==> src/rtl/ro_pair_counter.sv <==
// ro_pair_counter: RO pair edge counter producing one PUF bit; RO_PAIR_CNT_SAT_EN makes edge counters saturate
module ro_pair_counter #(
  parameter int WINDOW      = 256,
  parameter int CNT_W       = 16,
  parameter int SYNC_STAGES = 2
) (
  input  logic             clk,
  input  logic             rst,
  input  logic             start,
  input  logic             ro_a,
  input  logic             ro_b,
  output logic             ro_en,
  output logic             busy,
  output logic             done,
  output logic             resp,
  output logic             tie,
  output logic [CNT_W-1:0] cnt_a,
  output logic [CNT_W-1:0] cnt_b
);
  localparam int WW = $clog2(WINDOW + 1);
  localparam int SW = $clog2(SYNC_STAGES + 1);
  typedef enum logic [1:0] {IDLE, SETTLE, RUN, DONE} state_t;
  state_t state;
  logic [SYNC_STAGES-1:0] sync_a, sync_b;
  logic prev_a, prev_b, edge_a, edge_b;
  logic [WW-1:0] wcnt;
  logic [SW-1:0] scnt;
  logic [CNT_W-1:0] nxt_a, nxt_b;
  // synchronize the free-running oscillator outputs and remember the last synced level
  always_ff @(posedge clk or posedge rst)
    if (rst) begin
      sync_a <= '0;
      sync_b <= '0;
      prev_a <= 1'b0;
      prev_b <= 1'b0;
    end else begin
      sync_a <= {sync_a[SYNC_STAGES-2:0], ro_a};
      sync_b <= {sync_b[SYNC_STAGES-2:0], ro_b};
      prev_a <= sync_a[SYNC_STAGES-1];
      prev_b <= sync_b[SYNC_STAGES-1];
    end
  assign edge_a = sync_a[SYNC_STAGES-1] & ~prev_a;
  assign edge_b = sync_b[SYNC_STAGES-1] & ~prev_b;
`ifdef RO_PAIR_CNT_SAT_EN
  assign nxt_a = (edge_a && ~&cnt_a) ? cnt_a + CNT_W'(1) : cnt_a;
  assign nxt_b = (edge_b && ~&cnt_b) ? cnt_b + CNT_W'(1) : cnt_b;
`else
  assign nxt_a = cnt_a + CNT_W'(edge_a);
  assign nxt_b = cnt_b + CNT_W'(edge_b);
`endif
  // measurement sequencer: settle flushes stale synchronizer data, run counts, done publishes the bit
  always_ff @(posedge clk or posedge rst)
    if (rst) begin
      state <= IDLE;
      scnt  <= '0;
      wcnt  <= '0;
      ro_en <= 1'b0;
      busy  <= 1'b0;
      done  <= 1'b0;
      resp  <= 1'b0;
      tie   <= 1'b0;
      cnt_a <= '0;
      cnt_b <= '0;
    end else
      case (state)
        IDLE:
          if (start) begin
            cnt_a <= '0;
            cnt_b <= '0;
            resp  <= 1'b0;
            tie   <= 1'b0;
            ro_en <= 1'b1;
            busy  <= 1'b1;
            scnt  <= SW'(SYNC_STAGES);
            state <= SETTLE;
          end
        SETTLE:
          if (scnt == '0) begin
            wcnt  <= WW'(WINDOW);
            state <= RUN;
          end else
            scnt <= scnt - SW'(1);
        RUN: begin
          cnt_a <= nxt_a;
          cnt_b <= nxt_b;
          wcnt  <= wcnt - WW'(1);
          if (wcnt == WW'(1)) begin
            resp  <= nxt_a > nxt_b;
            tie   <= nxt_a == nxt_b;
            done  <= 1'b1;
            ro_en <= 1'b0;
            busy  <= 1'b0;
            state <= DONE;
          end
        end
        DONE: begin
          done  <= 1'b0;
          state <= IDLE;
        end
        default: state <= IDLE;
      endcase
endmodule

==> config.mk <==
export PLATFORM = sky130hd
export DESIGN_NAME = ro_pair_counter
export DESIGN_NICKNAME = d
export VERILOG_FILES = /design/src/rtl/ro_pair_counter.sv
export SDC_FILE = /design/constraint.sdc
export NUM_CORES = 1
export LEC_CHECK = 0
export CAP_MARGIN = 20
export CELL_PAD_IN_SITES_DETAIL_PLACEMENT = 1
export CELL_PAD_IN_SITES_GLOBAL_PLACEMENT = 2
export CORE_MARGIN = 2
export CORE_UTILIZATION = 35
export CTS_CLUSTER_SIZE = 14
export DETAILED_ROUTE_END_ITERATION = 8
export PLACE_DENSITY_LB_ADDON = 0.1
export SLEW_MARGIN = 25
export SYNTH_ARGS = -nofsm -noshare
export SYNTH_HDL_FRONTEND = slang
export SYNTH_SLANG_ARGS = --single-unit
==> constraint.sdc <==
create_clock -name clk -period 3.78 [get_ports clk]
set_input_delay 0.756 -clock clk [delete_from_list [all_inputs] [get_ports clk]]
set_output_delay 0.756 -clock clk [all_outputs]
set_load 0.05 [all_outputs]
Word-level counts from Yosys, hierarchy flattened
Index checks and enable logic that the tools add are counted.
{ "op_classes": {"addsub": 4, "n_lt_le_gt_ge": 1, "eq_ne": 9, "n_mux": 22, "bitwise": 4, "reduce_logical": 12} }
{ "op_table": {"columns": ["op", "count"], "rows": [
  ["one-hot mux 16 bit (2 select lines)", 2],
  ["adder 16 x 1 -> 16 bit", 2],
  ["one-hot mux 9 bit (2 select lines)", 1],
  ["== test 16 bit", 1],
  ["greater-than comparator 16 bit", 1],
  ["2-to-1 mux 16 bit", 1],
  ["2-to-1 mux 2 bit", 5],
  ["== test 9 x 1 -> 1 bit, second input constant", 1],
  ["2-to-1 mux 9 bit", 1],
  ["AND reduction 3 bit", 3],
  ["subtractor 9 x 1 -> 9 bit, second input constant", 1],
  ["inequality test 2 bit, second input constant", 4],
  ["one-hot mux 1 bit (2 select lines)", 4],
  ["one-hot mux 2 bit (4 select lines)", 1],
  ["nonzero test 2 bit", 4],
  ["2-to-1 mux 1 bit", 6],
  ["AND reduction 2 bit", 3],
  ["== test 2 bit, second input constant", 2],
  ["logical NOT 2 bit", 2],
  ["one-hot mux 2 bit (2 select lines)", 1],
  ["bitwise AND 1 bit", 2],
  ["== test 2 x 1 -> 1 bit, second input constant", 1],
  ["NOT 1 bit", 2],
  ["subtractor 2 x 1 -> 2 bit, second input constant", 1]
]} }
{ "word_totals": {"regBits": 55, "input_bits": 5, "out_inout_bits": 37, "wordCells": 65} }

Depth between registers and ports, before layout
{ "depth": {"ltp_word": 6, "mapped_depth": 13, "ltp_nobuf": 13} }

Worst setup path before layout
Ideal clock, no wire load.
{ "synth_timing": {"path_kind": "register to register", "from": "register cnt_a[0]", "to": "register resp", "setup_ns": 0.133, "t_arrival_ns": 3.019, "required_time_ns": 3.647, "path_slack_ns": 0.628, "stages_incl_launch_ff": 12, "n_path_buf": 0, "synth_period_minus_slack_ns": 3.152, "path_cell_list": "dfrtp_1 ha_1 nand2_1 nor3_2 nand3_1 xnor2_1 ha_1 and3_1 a221o_1 a221o_1 nand2_1 o211ai_1"} }
{ "synth_between": {"elab_chain_len": 4} }
{ "synth_rtl": {"columns": ["item", "line", "text"], "rows": [
  ["from (decl)", "17", "output logic [CNT_W-1:0] cnt_a,"],
  ["from (signal assigned)", "84", "cnt_a <= nxt_a;"],
  ["adder 16 x 1 -> 16 bit", "48", "assign nxt_a = cnt_a + CNT_W'(edge_a);"],
  ["greater-than comparator 16 bit", "88", "resp <= nxt_a > nxt_b;"],
  ["2-to-1 mux 1 bit", "87", "if (wcnt == WW'(1)) begin"],
  ["one-hot mux 1 bit (2 select lines)", "65", "case (state)"],
  ["to (signal assigned)", "88", null],
  ["to (decl)", "15", "output logic resp,"]
]} }
No other way between the ends. The select of a mux whose other input is x is not followed.
A chain may end at the register's enable or synchronous reset.

Worst setup path after layout
{ "layout_timing": {"from": "register prev_a", "to": "register resp"} }
{ "layout_between": {"elab_chain_len": 6} }
{ "layout_rtl": {"columns": ["item", "line", "text"], "rows": [
  ["from (decl)", "25", "logic prev_a, prev_b, edge_a, edge_b;"],
  ["from (signal assigned)", "39", "prev_a <= sync_a[SYNC_STAGES-1];"],
  ["NOT 1 bit", "42", "assign edge_a = sync_a[SYNC_STAGES-1] & ~prev_a;"],
  ["bitwise AND 1 bit", "42", null],
  ["adder 16 x 1 -> 16 bit", "48", null],
  ["greater-than comparator 16 bit", "88", null],
  ["2-to-1 mux 1 bit", "87", null],
  ["one-hot mux 1 bit (2 select lines)", "65", null]
]} }
No other way between the ends. The select of a mux whose other input is x is not followed.

==> out/summary.md <==
The run finished with clean final reports. The total internal power was 1.00 mW; the floorplan die height was 102 um. Cell type group with the largest total delay on the critical path: simple AND/OR/NAND/NOR gates. The number of CTS-inserted buffers was 5; the simple-gate portion of the synthesized area was 19.6%. After detailed routing, the average wire length per cell comes to 16.4 um. After synthesis, the share of cell area in mux cells is 1.53%. The floorplan step set the die width to 102 um.

At the worst endpoint, the required time is 3.98 ns. The adder-cell share of the synthesized area was 10.1%; the share of the cycle needed by the critical path after routing was 84.1%. In this run, post-CTS repair resized a total of 0 instances.

Combinational cells account for 34.9% of the total power. The category of the critical setup timing path was reg -> reg. The total of warnings raised by yosys was 0; the clock tree skew after final layout was 0.00919 ns. Power density relative to cell area: 426 nW/um^2. For this run the aggregate overflow at the end of global routing stands at 0. The met1 wire length is 4400 um, and the sum of met3 wire segment lengths after detailed routing is 93 um. Setup violations remaining at the end of the flow were counted as 0. Counting along the longest clock path gives a buffer depth of 2. Via count of the first global-routing pass: 2,889. Synthesis produced 358 cells.

After synthesis, the cell types taking the most area are sky130_fd_sc_hd__dfrtp_1, sky130_fd_sc_hd__ha_1, sky130_fd_sc_hd__o21ai_0. For the total of hold buffers inserted after clock tree synthesis, the log shows 0. In the routed design, unresolved DRC markers number 0.

Cells fill 43.1% of the core in the end. Before CTS, the worst setup slack after placement is 0.610 ns. Static timing analysis puts the maximum clock frequency at 315 MHz. The critical path's slowest cell was sky130_fd_sc_hd__nor3_2. Across the run, the number of max-cap violations was 0. In this run the core area contains 35 standard-cell rows. The arrival time reported for the critical path endpoint is 3.37 ns, and the net count of the mapped netlist is 390. For this configuration, the core starts out at a cell density of 36.2%. For this design, the sink count on the clock tree is 55.

Final net count: 430. Setup repair after global routing left no endpoint under its margin. The run gives 0 ns as the setup TNS.

The final hold violation count is 0, and the time the final worst path needs with I/O delays and setup is 3.18 ns. Counting instances in the post-synthesis netlist gives the leading cell types as sky130_fd_sc_hd__dfrtp_1, sky130_fd_sc_hd__nand2_1, sky130_fd_sc_hd__o21ai_0. The type of element capturing the critical path was a flip-flop. The area growth from synthesis to layout is 19.2%.

After clock tree synthesis, the clock-pin slew on the worst setup and hold paths is 0.12 ns. The share of total power in the clock network was 21.3%; the static power due to leakage was 1.67 nW. VDD sags by at most 0.284 mV.

The detailed router used layers up to and including met4. The critical path goes through nor2b_1 -> ha_1 -> nand2_1 -> nor3_2 -> nand3_1 -> xnor2_1 -> ha_1 -> and3_1 -> a221o_1 -> a221o_1 -> nand2_1 -> o211ai_1. In this run the clock root is driven by a sky130_fd_sc_hd__clkbuf_8.

The first detailed-routing pass took 4 iterations. The diode insertion count for antenna repair came out at 0. 42 I/O pins were placed. For the number of max-slew violations in the final report, the log shows 0. Summed over all instances, the cell type with the most area after synthesis is sky130_fd_sc_hd__dfrtp_1. The cell area that synthesis handed to floorplanning was 3340 sq um.

The synthesized area per cell works out to 9.34 sq um. The initial antenna violation count is 0. For the relative contribution of sequential cells to total power, the log shows 43.8%.

Among all flip-flop cells after synthesis, the most frequent one is sky130_fd_sc_hd__dfrtp_1. During placement, the flow inserted port buffers numbering 41. Number of vias in the routed layout: 2,721. Cell with the most instances after synthesis: sky130_fd_sc_hd__dfrtp_1. Of the post-synthesis cell area, the dominant cell type holds 41.2%. The longest individual stage delay on the worst path was 0.53 ns; the net load switching power was 0.692 mW. Number of levels in the clock H-tree: 2. The switching share of power is 40.8%, and the routed wire length is 8680 um. The die covers 10,400 sq um.

The tools report the buffer count from post-CTS setup fixing as 0. The run gives 0.602 ns as the post-route worst setup slack. The run gives 4100 um as the detailed-routed wire length on met2.

The path class of the lowest-slack min-delay path is reg -> reg. The worst pin sits at a relative slew slack of 59.7%. In the routed layout, each cell is associated on average with a via count of 5.15.

The fraction of final layout cells sized beyond drive strength 1 works out to 5.51%. After synthesis, the largest family of logic cells by area is simple AND/OR/NAND/NOR gates. The post-synthesis xor/xnor area fraction was 8.65%; the sequential area share after synthesis was 41.2%. STA classifies the critical path startpoint as a flip-flop. The logs give 0.789 for the placer's final routability congestion estimate and 0 for the remaining number of nets flagged by the antenna check after routing. Clock latency on the worst-skew pair, taken at its later pin, is 0.32 ns. The count of flip-flops with a built-in enable after synthesis came out at 0. The number of buffer and inverter instances along the worst setup path is 0, and the number of synthesized register bits is 55. The core region is 9240 sq um. Once detailed placement completed, the half-perimeter wirelength came to 6370 um. The fraction of registers with async set or reset after synthesis is 100%, and the critical-path maximum fanout is 8. Slew at the pin closest to its max-slew limit: 0.601 ns. The first routing iteration left 84 violations. Post-synthesis compound-gate area fraction: 15.4%.

TritonCTS built the clock tree. Yosys mapped the design onto 44 distinct sky130hd cell types. Across every metal layer, demand over resource in global routing totals 18.0%. Entering global routing, the biggest net connects 34 pins. The first global-routing pass estimated 14,700 um of wire.
[final timing paths]
check / from / endpoint / slack [ns] / cells after the start
worst max-delay path: prev_a / resp / 0.60 / 12
worst min-delay path: sync_b[0] / sync_b[1] / 0.37 / 0
worst max register to register: prev_a / resp / 0.60 / 12
worst min register to register: sync_b[0] / sync_b[1] / 0.37 / 0
max in group asynchronous: rst / cnt_b[9] / 2.42 / 3
min in group asynchronous: rst / wcnt[7] / 0.72 / 2
[power groups by stage]
stage	Sequential (mW)	Clock, mW	Combinational [mW]
after floorplan	0.922	0	0.224
after global placement	0.753	0	0.589
after detailed placement	0.754	0	0.601
after CTS	0.745	0.378	0.603
after global routing	0.758	0.402	0.647
final	0.743	0.361	0.591
[logic make-up after synthesis]
family,after synthesis
AO/OA/AOI/OAI,84
XOR/XNOR,33
adder cells (fa/ha/maj),27
buffers and inverters,28
flip-flops,55
multiplexers,5
AND/OR/NAND/NOR,126
[layout make-up]
type | instances | area (sq um)
sequential | 55 | 1380
fill | 1088 | 5260
tap | 129 | 161
multi-input combinational | 275 | 1850
clock buffer | 5 | 68.8
inverter | 15 | 56.3
clock inverter | 3 | 22.5
timing repair buffer | 46 | 448
[stage by stage]
| step | hold slack (ns) | total power, mW | instance area, sq um | instances |
|---|---|---|---|---|
| finish | 0.369 | 1.70 | 3990 | 528 |
| global route | 0.397 | 1.81 | 3990 | 528 |
| CTS | 0.372 | 1.73 | 3990 | 528 |
| detailed placement | 0.343 | 1.36 | 3890 | 520 |
| global placement | 0.335 | 1.34 | 3890 | 520 |
| floorplan | 0.331 | 1.15 | 3340 | 358 |
[layout by cell type, fill, tap and decap left out, types with 5 or more instances in the layout]
master                            instances
sky130_fd_sc_hd__dfrtp_1                 55
sky130_fd_sc_hd__nand3_1                 21
sky130_fd_sc_hd__clkdlybuf4s50_1         41
sky130_fd_sc_hd__o22ai_1                  5
sky130_fd_sc_hd__xnor2_1                 18
sky130_fd_sc_hd__nor2_1                  20
sky130_fd_sc_hd__nand4_1                  8
sky130_fd_sc_hd__a21oi_1                 19
sky130_fd_sc_hd__o21ai_0                 32
sky130_fd_sc_hd__inv_1                   14
sky130_fd_sc_hd__clkbuf_8                 5
sky130_fd_sc_hd__xor2_1                  15
sky130_fd_sc_hd__a22o_1                   8
sky130_fd_sc_hd__nand2_1                 42
sky130_fd_sc_hd__and3_1                   9
sky130_fd_sc_hd__buf_4                    5
sky130_fd_sc_hd__ha_1                    27
sky130_fd_sc_hd__o31ai_1                  7
[flip-flops by register name, indices dropped and copies added (netlist names)]
| register | count |
|---|---|
| cnt_b | 16 |
| prev_b | 1 |
| cnt_a | 16 |
| busy | 1 |
| resp | 1 |
| wcnt | 9 |
| tie | 1 |
| prev_a | 1 |
| sync_a | 2 |
| scnt | 2 |
| done | 1 |
| sync_b | 2 |
| state | 2 |
[metal layers]
layer | GRT usage (%) | up-vias
met5 | 0 | -
met4 | 4.05 | 0
met3 | 2.28 | 6
met2 | 30.1 | 25
li1 | - | 1354
met1 | 25.0 | 1336
(Power assumes the default switching activity.)
